$ cat config.mk
export PLATFORM = sky130hd
export DESIGN_NAME = ascon_squeeze_ctrl
export DESIGN_NICKNAME = d
export VERILOG_FILES = /design/src/rtl/ascon_pkg.sv /design/src/rtl/ascon_beat_slicer.sv /design/src/rtl/ascon_squeeze_ctrl.sv
export SDC_FILE = /design/constraint.sdc
export NUM_CORES = 1
export LEC_CHECK = 0
export BUFFER_PORTS_ARGS = -buffer_cell sky130_fd_sc_hd__buf_2
export CAP_MARGIN = 5
export CORE_ASPECT_RATIO = 0.75
export CORE_UTILIZATION = 51
export DETAILED_ROUTE_END_ITERATION = 10
export PLACE_DENSITY = 0.89
export REMOVE_ABC_BUFFERS = 1
export SYNTH_ARGS = -nofsm -noshare
export SYNTH_HDL_FRONTEND = slang
export SYNTH_SLANG_ARGS = --single-unit
$ cat constraint.sdc
create_clock -name clk -period 3.6 [get_ports clk]
set_input_delay 0.72 -clock clk [delete_from_list [all_inputs] [get_ports clk]]
set_output_delay 0.72 -clock clk [all_outputs]
set_load 0.02 [all_outputs]
$ cat src/rtl/ascon_pkg.sv
// Shared types and helpers for the Ascon squeeze-phase datapath.
// Holds the squeeze FSM state type, the rate width in bytes and the
// final-beat byte-valid mask helper used by ascon_squeeze_ctrl.
package ascon_pkg;

  typedef enum logic [2:0] {
    SQ_IDLE,
    SQ_LOAD,
    SQ_EMIT,
    SQ_PERM,
    SQ_DONE
  } squeeze_state_t;

  localparam int ASCON_RATE_BYTES = 8;

  // Byte-valid mask for a beat: the low remSat lanes are valid, capped at outBytes lanes.
  // Callers pass remSat = remaining bytes when that is below the beat width,
  // otherwise the beat width itself (giving an all-ones mask).
  function automatic logic [ASCON_RATE_BYTES-1:0] ascon_final_keep(
    input logic [3:0] remSat,
    input int         outBytes
  );
    logic [ASCON_RATE_BYTES-1:0] keep;
    keep = '0;
    for (int i = 0; i < ASCON_RATE_BYTES; i++) begin
      keep[i] = (i < int'(remSat)) && (i < outBytes);
    end
    return keep;
  endfunction

endpackage

$ cat src/rtl/ascon_beat_slicer.sv
// Selects one OUT_BYTES-wide beat out of the 64-bit rate hold register.
// Beat k carries hold bytes [k*OUT_BYTES +: OUT_BYTES], little-endian.
module ascon_beat_slicer
  import ascon_pkg::*;
#(
  parameter int OUT_BYTES = 8,
  parameter int IDX_W     = 1
) (
  input  logic [63:0]            hold_i,
  input  logic [IDX_W-1:0]       idx_i,
  output logic [8*OUT_BYTES-1:0] data_o
);

  localparam int BEATS = ASCON_RATE_BYTES / OUT_BYTES;

  // Beat mux: beat 0 is the default, higher beats override on an index match
  always_comb begin
    data_o = hold_i[8*OUT_BYTES-1:0];
    for (int b = 1; b < BEATS; b++) begin
      if (idx_i == IDX_W'(b)) begin
        data_o = hold_i[b*8*OUT_BYTES +: 8*OUT_BYTES];
      end
    end
  end

endmodule

$ cat src/rtl/ascon_squeeze_ctrl.sv
// Squeeze-phase controller for Ascon-Hash256 / XOF128 / CXOF128.
// Slices each 64-bit rate word into OUT_BYTES beats on an AXI4-Stream master,
// requests p^12 between rate blocks, and ends on an exact byte count or, in
// continuous mode (len_i == 0), on abort_i.
// Optional feature: define ASCON_SQUEEZE_BYTECNT_EN to add byte_count_o.
module ascon_squeeze_ctrl
  import ascon_pkg::*;
#(
  parameter int OUT_BYTES = 8,
  parameter int LEN_W     = 32
) (
  input  logic                   clk,
  input  logic                   rst,
  input  logic                   start_i,
  input  logic [LEN_W-1:0]       len_i,
  input  logic                   abort_i,
  output logic                   busy_o,
  output logic                   done_o,
  input  logic [63:0]            rate_i,
  input  logic                   ascon_ready_i,
  output logic                   start_perm_o,
  output logic [8*OUT_BYTES-1:0] m_axis_tdata_o,
  output logic [OUT_BYTES-1:0]   m_axis_tkeep_o,
  output logic                   m_axis_tlast_o,
  output logic                   m_axis_tvalid_o,
  input  logic                   m_axis_tready_i
`ifdef ASCON_SQUEEZE_BYTECNT_EN
  ,
  output logic [63:0]            byte_count_o
`endif
);

  localparam int BEATS = ASCON_RATE_BYTES / OUT_BYTES;
  localparam int IDX_W = (BEATS > 1) ? $clog2(BEATS) : 1;
  localparam logic [IDX_W-1:0] LAST_IDX = IDX_W'(BEATS - 1);
  localparam logic [LEN_W-1:0] OB_LEN   = LEN_W'(OUT_BYTES);

  squeeze_state_t state_q, state_d;
  logic [LEN_W-1:0] rem_q, rem_d;
  logic             cont_q, cont_d;
  logic             abortPend_q, abortPend_d;
  logic [63:0]      hold_q, hold_d;
  logic [IDX_W-1:0] idx_q, idx_d;
  logic             permWait_q, permWait_d;
  logic             beatShown_q, beatShown_d;
  logic             shownLast_q, shownLast_d;

  logic                        emitting;
  logic                        handshake;
  logic                        remBelow;
  logic                        beatLast;
  logic                        startPerm;
  logic [3:0]                  remSat;
  logic [ASCON_RATE_BYTES-1:0] keepWide;
  logic [8*OUT_BYTES-1:0]      sliceData;

  ascon_beat_slicer #(
    .OUT_BYTES (OUT_BYTES),
    .IDX_W     (IDX_W)
  ) u_slicer (
    .hold_i (hold_q),
    .idx_i  (idx_q),
    .data_o (sliceData)
  );

  // Beat attributes: a stalled beat keeps the tlast it was first shown with,
  // so a late abort only marks the next freshly presented beat
  always_comb begin
    emitting  = (state_q == SQ_EMIT);
    handshake = emitting && m_axis_tready_i;
    remBelow  = (rem_q < OB_LEN);
    if (cont_q) begin
      beatLast = beatShown_q ? shownLast_q : abortPend_q;
      remSat   = 4'(OUT_BYTES);
    end else begin
      beatLast = (rem_q <= OB_LEN);
      remSat   = remBelow ? rem_q[3:0] : 4'(OUT_BYTES);
    end
    keepWide = ascon_final_keep(remSat, OUT_BYTES);
  end

  // Next-state logic for the squeeze FSM and its datapath registers
  always_comb begin
    state_d     = state_q;
    rem_d       = rem_q;
    cont_d      = cont_q;
    abortPend_d = abortPend_q;
    hold_d      = hold_q;
    idx_d       = idx_q;
    permWait_d  = permWait_q;
    beatShown_d = beatShown_q;
    shownLast_d = shownLast_q;
    startPerm   = 1'b0;

    if (abort_i && cont_q && (state_q != SQ_IDLE) && (state_q != SQ_DONE)) begin
      abortPend_d = 1'b1;
    end

    unique case (state_q)
      SQ_IDLE: begin
        if (start_i) begin
          rem_d       = len_i;
          cont_d      = (len_i == '0);
          abortPend_d = 1'b0;
          state_d     = SQ_LOAD;
        end
      end
      SQ_LOAD: begin
        hold_d      = rate_i;
        idx_d       = '0;
        beatShown_d = 1'b0;
        state_d     = SQ_EMIT;
      end
      SQ_EMIT: begin
        if (handshake) begin
          beatShown_d = 1'b0;
          if (!cont_q) begin
            rem_d = rem_q - (remBelow ? rem_q : OB_LEN);
          end
          if (beatLast) begin
            state_d = SQ_DONE;
          end else if (idx_q == LAST_IDX) begin
            state_d = SQ_PERM;
          end else begin
            idx_d = idx_q + IDX_W'(1);
          end
        end else begin
          beatShown_d = 1'b1;
          shownLast_d = beatLast;
        end
      end
      SQ_PERM: begin
        if (!permWait_q) begin
          startPerm  = 1'b1;
          permWait_d = 1'b1;
        end else if (ascon_ready_i) begin
          permWait_d = 1'b0;
          state_d    = SQ_LOAD;
        end
      end
      SQ_DONE: begin
        cont_d      = 1'b0;
        abortPend_d = 1'b0;
        state_d     = SQ_IDLE;
      end
      default: state_d = SQ_IDLE;
    endcase
  end

  // State and datapath registers with synchronous reset
  always_ff @(posedge clk) begin
    if (rst) begin
      state_q     <= SQ_IDLE;
      rem_q       <= '0;
      cont_q      <= 1'b0;
      abortPend_q <= 1'b0;
      hold_q      <= '0;
      idx_q       <= '0;
      permWait_q  <= 1'b0;
      beatShown_q <= 1'b0;
      shownLast_q <= 1'b0;
    end else begin
      state_q     <= state_d;
      rem_q       <= rem_d;
      cont_q      <= cont_d;
      abortPend_q <= abortPend_d;
      hold_q      <= hold_d;
      idx_q       <= idx_d;
      permWait_q  <= permWait_d;
      beatShown_q <= beatShown_d;
      shownLast_q <= shownLast_d;
    end
  end

  // Output decode; stream fields are forced to zero outside EMIT
  always_comb begin
    busy_o          = (state_q != SQ_IDLE);
    done_o          = (state_q == SQ_DONE);
    start_perm_o    = startPerm;
    m_axis_tvalid_o = emitting;
    m_axis_tlast_o  = emitting && beatLast;
    m_axis_tdata_o  = emitting ? sliceData : '0;
    m_axis_tkeep_o  = emitting ? keepWide[OUT_BYTES-1:0] : '0;
  end

`ifdef ASCON_SQUEEZE_BYTECNT_EN
  logic [63:0] byteCount_q;

  // Running total of delivered bytes, restarted whenever a new squeeze is accepted
  always_ff @(posedge clk) begin
    if (rst) begin
      byteCount_q <= '0;
    end else if ((state_q == SQ_IDLE) && start_i) begin
      byteCount_q <= '0;
    end else if (handshake) begin
      byteCount_q <= byteCount_q + 64'($countones(m_axis_tkeep_o));
    end
  end

  assign byte_count_o = byteCount_q;
`endif

endmodule

* Yosys cells after proc, flatten, opt, wreduce, memory -nomap -nowiden
Cells that the tools add are included. Widths: inputs -> output; s select.
Cells by class: $add $sub $neg 2, magnitude comparators 10, equal/unequal tests 12, muxes and demuxes 33, bitwise operators 1, reduce and logical (&&, ||, !) cells 16
Operators by type and width (count):
- $mux 32 | 4
- $mux 64 | 1
- $pmux 32 s2 | 1
- $le 32x4->1 const B | 1
- $logic_not 32->1 | 1
- $lt 32x4->1 const B | 1
- $sub 32x32->32 | 1
- $mux 3 | 6
- $lt 3x4->1 const A | 4
- $mux 1 | 13
- $pmux 3 s4 | 1
- $ne 2x2->1 const B | 5
- $lt 1x4->1 const A | 2
- $lt 2x4->1 const A | 2
- $mux 4 | 2
- $mux 8 | 1
- $pmux 1 s2 | 4
- $eq 3x2->1 const B | 2
- $reduce_bool 2->1 | 3
- $logic_and 1x1->1 | 5
- $reduce_and 5->1 | 1
- $reduce_and 2->1 | 2
- $reduce_and 4->1 | 1
- $eq 3x1->1 const B | 1
- other kinds (9) | 9
Word-level totals: register bits 105, input port bits 102, output and inout port bits 77, word-level logic and storage cells 83

* Longest topological paths before layout
word-level depth 6, gate-level depth with buffers 12, gate-level depth less buffers 10

* Hierarchy
From an unflattened synthesis, not the netlist that was laid out.
Second synthesis, totals: cells, all modules 787, area total of the unflattened synthesis 5934.4 um^2
Modules (own cells, without submodules):
- ascon_squeeze_ctrl | times used 1, cells an instance 723, area each 5454.0 um^2
- ascon_beat_slicer | times used 1, cells an instance 64, area each 480.5 um^2

* Worst setup path after synthesis
No wires, ideal clock.
path kind register to register, from register rem_q[4], to register rem_q[22], library setup time 132 ps, arrival 2769 ps, setup slack 699 ps, cell stages (with the launch flop) 12, buffers on the path 1, period minus slack after synthesis 2901 ps, path through dfxtp_1 > buf_2 > or4_1 > nor3_1 > nand4_1 > nand2_1 > ha_1 > nor3b_1 > and4_1 > a211oi_2 > a222oi_1 > a21oi_1
Between the ends: longest elaborated chain between the ends 6
Ends and longest elaborated chain:
- start: declaration | line ascon_squeeze_ctrl.sv:39 | logic [LEN_W-1:0] rem_q, rem_d;
- start signal: assignment | line ascon_squeeze_ctrl.sv:164 | rem_q <= rem_d;
- $lt 32x4->1 | line ascon_squeeze_ctrl.sv:71 | remBelow = (rem_q < OB_LEN);
- $mux 32 | line ascon_squeeze_ctrl.sv:118 | rem_d = rem_q - (remBelow ? rem_q : OB_LEN);
- $sub 32x32->32 * | line ascon_squeeze_ctrl.sv:118
- $mux 32 * | line ascon_squeeze_ctrl.sv:117 | if (!cont_q) begin
- $mux 32 * | line ascon_squeeze_ctrl.sv:115 | if (handshake) begin
- $pmux 32 s2 * | line ascon_squeeze_ctrl.sv:99 | unique case (state_q)
Every way passes the cells marked *; elsewhere a longest branch is shown, timed or not. The select of a mux whose other input is x is not followed. A chain may end at the register's enable or synchronous reset.

* Worst setup path after layout
from register rem_q[4], to output m_axis_tkeep_o[1]
Between the ends: longest elaborated chain between the ends 5
Ends and longest elaborated chain:
- $lt 32x4->1 | line ascon_squeeze_ctrl.sv:71
- $mux 4 | line ascon_squeeze_ctrl.sv:77 | remSat = remBelow ? rem_q[3:0] : 4'(OUT_BYTES);
- $mux 4 | line ascon_squeeze_ctrl.sv:72 | if (cont_q) begin
- $lt 1x4->1 | line ascon_pkg.sv:26 | keep[i] = (i < int'(remSat)) && (i < outBytes);
- $mux 8 | line ascon_squeeze_ctrl.sv:183 | m_axis_tkeep_o = emitting ? keepWide[OUT_BYTES-1:0] : '0;
- end: declaration | line ascon_squeeze_ctrl.sv:23 | output logic [OUT_BYTES-1:0] m_axis_tkeep_o,
Every way passes these cells.

==> out/metrics.yaml <==
critical_path:
  crit_family: "simple AND/OR/NAND/NOR gates"
  crit_path_start: "rem_q[4]"
  path_cells: "or4_1, nor3_1, nand4_1, buf_4, nor3_1, a21oi_1, buf_2"
  slowest_stage: "or4_1"
  slowest_delay_ns: 0.67
  critical_path_class: "register to output pin"
  crit_arrival_ns: 2.59
  r2r_start: "rem_q[4]"
  crit_fanout: 9
  crit_top_cell: "nor3_1"
  end_kind: "output pin"
  cp.required_ns: 2.88
  path_buf_inv: 2
  critPathLaunchType: "register"
sta:
  fin_worst_skew_ns: 0.00691
  fin_crit_ns: 3.31
  setup_viol: 0
  fmax_ghz: 0.302
  worstMarginPinSlew_ns: 1.13
  worst_slack_ns: 0.286
  drv_slew: 0
  rsz0062_at_grt: "no"
  fin_crit_sh_pct: 92.1
  hold_viol: 0
  relSlewSlack_pct: 24.8
job:
  cap_violations: 0
die:
  io-pin-count: 179
  dieArea_mm2: 0.0110
  fp-row-count: 32
  coreArea_mm2: 0.0103
  die_x_um: 121
  start_util_pct: 52.4
  die_h_um: 91.1
cells_and_area:
  syn_to_final_growth_pct: 24.2
  post-route-cell-area_mm2: 0.00670
  layout_commonest_cell: "buf_2"
  antenna_cells: 0
  fin_nets: 973
  final_cell_mix: "178 x buf_2, 160 x nand2_1, 104 x dfxtp_1"
  drive_gt1_share_pct: 25.5
route:
  antenna_left: 0
  drt-initial-drc-count: 686
  routedWlPerCell_um: 15.2
  vias: 5769
  wl_um: 15300
  via_per_inst: 5.71
  first_pass_iters: 7
  drc: 0
global_route:
  grt_pass1_vias: 4961
  groute.usage.overall_pct: 27.6
  overflow: 0
  grt_pass1_wl_um: 24300
  antenna_found_initial: 1
  grt_max_degree: 67
synth:
  synth_edf_count: 0
  synthesis.area_mm2: 0.00539
  ys.flop_type: "dfxtp_1"
  ys.warnings.count: 0
  postSynthAreaPerCell_um2: 7.44
  synth.distinct_cells: 55
  yosysSeqAreaShare_pct: 38.6
  syn_inst: 725
  async_reset_ff_share_pct: 0
  ys_ff_latch: 104
place:
  gp_congestion: 0.874
  placed_area_mm2: 0.00637
  post-place-ws_ns: 0.548
  dp_hpwl_um: 10600
  io_buffers: 178
power:
  leakagePower_nw: 2.89
  powerDensity_mw_per_mm2: 554
  p_total_w: 0.00371
  vdd_drop_max_uv: 317
clock_network:
  holdBufCountCts: 0
  root_buffer: "clkbuf_16"
  clock_sinks: 104
  max-clock-path-buffers: 2
  cts_resized: 0
  clk_pin_slew_ns: 0.07
  cts_tree: "done"
  post_cts_buffers: 0
  cts_buffers: 9
  cts.htree.levels: 3
  clk_latency_ns: 0.34
status:
  status: "complete, no violations"
hold_path:
  hold_path.class: "register to register"
  worstHoldStart: "hold_q[4]"
## cells in the mapped netlist (2+ instances only)
master	instances	area [um2]
and2_1	67	419
nor4_2	2	25.0
inv_1	7	26.3
nor2_1	36	135
nand2b_1	3	18.8
a31oi_1	16	100
or4_1	5	37.5
and4_1	4	35.0
mux2_2	2	22.5
nand4_1	9	56.3
buf_2	4	20.0
o21ai_0	9	45.0
nor3b_1	2	15.0
a31o_2	2	17.5
a32oi_1	2	17.5
o211ai_1	8	60.1
a21o_1	6	45.0
a311oi_1	5	43.8
mux2i_1	3	30.0
o311ai_0	8	70.1
and3_1	15	93.8
nor4_1	16	100
nand3b_1	5	37.5
or3_1	9	56.3
nand2_1	160	601
a21oi_1	95	475
a221oi_1	2	17.5
a2111oi_0	2	17.5
clkbuf_1	52	195
o31ai_1	2	15.0
dfxtp_1	104	2080
nand3_1	17	85.1
a211o_1	3	26.3
nor4_4	2	42.5
nor3_1	14	70.1
o31a_1	2	17.5
a211oi_1	7	52.6
## metal layers
layer  vias up  GRT usage (%)  share of wire, %
met1      2619           38.5                45
met2       276           42.1                45
li1       2840              -                 -
met3        34           5.97               8.4
met4         0           8.85               2.2
met5         -              0                 0
## through the flow
stage | cells | hold slack (ns) | TNS (ns) | utilization, %
after global routing | 1010 | 0.465 | 0 | 65.1
after detailed placement | 995 | 0.442 | 0 | 61.9
final | 1010 | 0.449 | 0 | 65.1
after floorplan | 669 | 0.426 | -28.55 | -
after global placement | 995 | 0.437 | 0 | 61.9
after CTS | 1010 | 0.451 | 0 | 65.1
## state kept, by name, summed over array words and instances (netlist names)
name         flops
state_q          3
shownLast_q      1
abortPend_q      1
hold_q          64
permWait_q       1
cont_q           1
beatShown_q      1
rem_q           32
## path summary, 6_finish.rpt
path / end / slack [ns] / cells past startpoint
max: m_axis_tkeep_o[1] / 0.29 / 7
min: hold_q[4] / 0.45 / 2
max reg2reg: rem_q[26] / 0.49 / 10
min reg2reg: hold_q[4] / 0.45 / 2
## area by class of cell
type | instances | area [um2]
fillers | 907 | 3590
multi-input cells | 558 | 3090
well taps | 136 | 170
clock inverters | 5 | 86.3
repair buffers | 190 | 1010
inverters | 7 | 26.3
flip-flops and latches | 104 | 2080
clock buffers | 10 | 239
## cells by family (layout without fill, tap and decap cells)
logic type,Yosys count,after routing,share of synthesized area (%)
and+or+nand+nor,371,371,34.8
AOI/OAI and AO/OA,179,179,20.7
DFF,104,104,38.6
buffers and inverters,63,212,4.48
muxes,6,6,1.18
adders and majority gates,1,1,0.232
other,1,1,0.0695
## report_power, final
part           total, W  switching (W)  internal, W  leakage [nW]
clock           0.00106       0.000432     0.000631         0.160
combinational   0.00122       0.000786     0.000432          1.88
sequential      0.00143       0.000137      0.00129         0.850
total           0.00371        0.00136      0.00236          2.89
## worst min-delay path, stage by stage (launching register included)
cell and delay [ns]:
dfxtp_1 0.31, nand2_1 0.05, a21oi_1 0.05
Power figures use the tool's default switching activity.
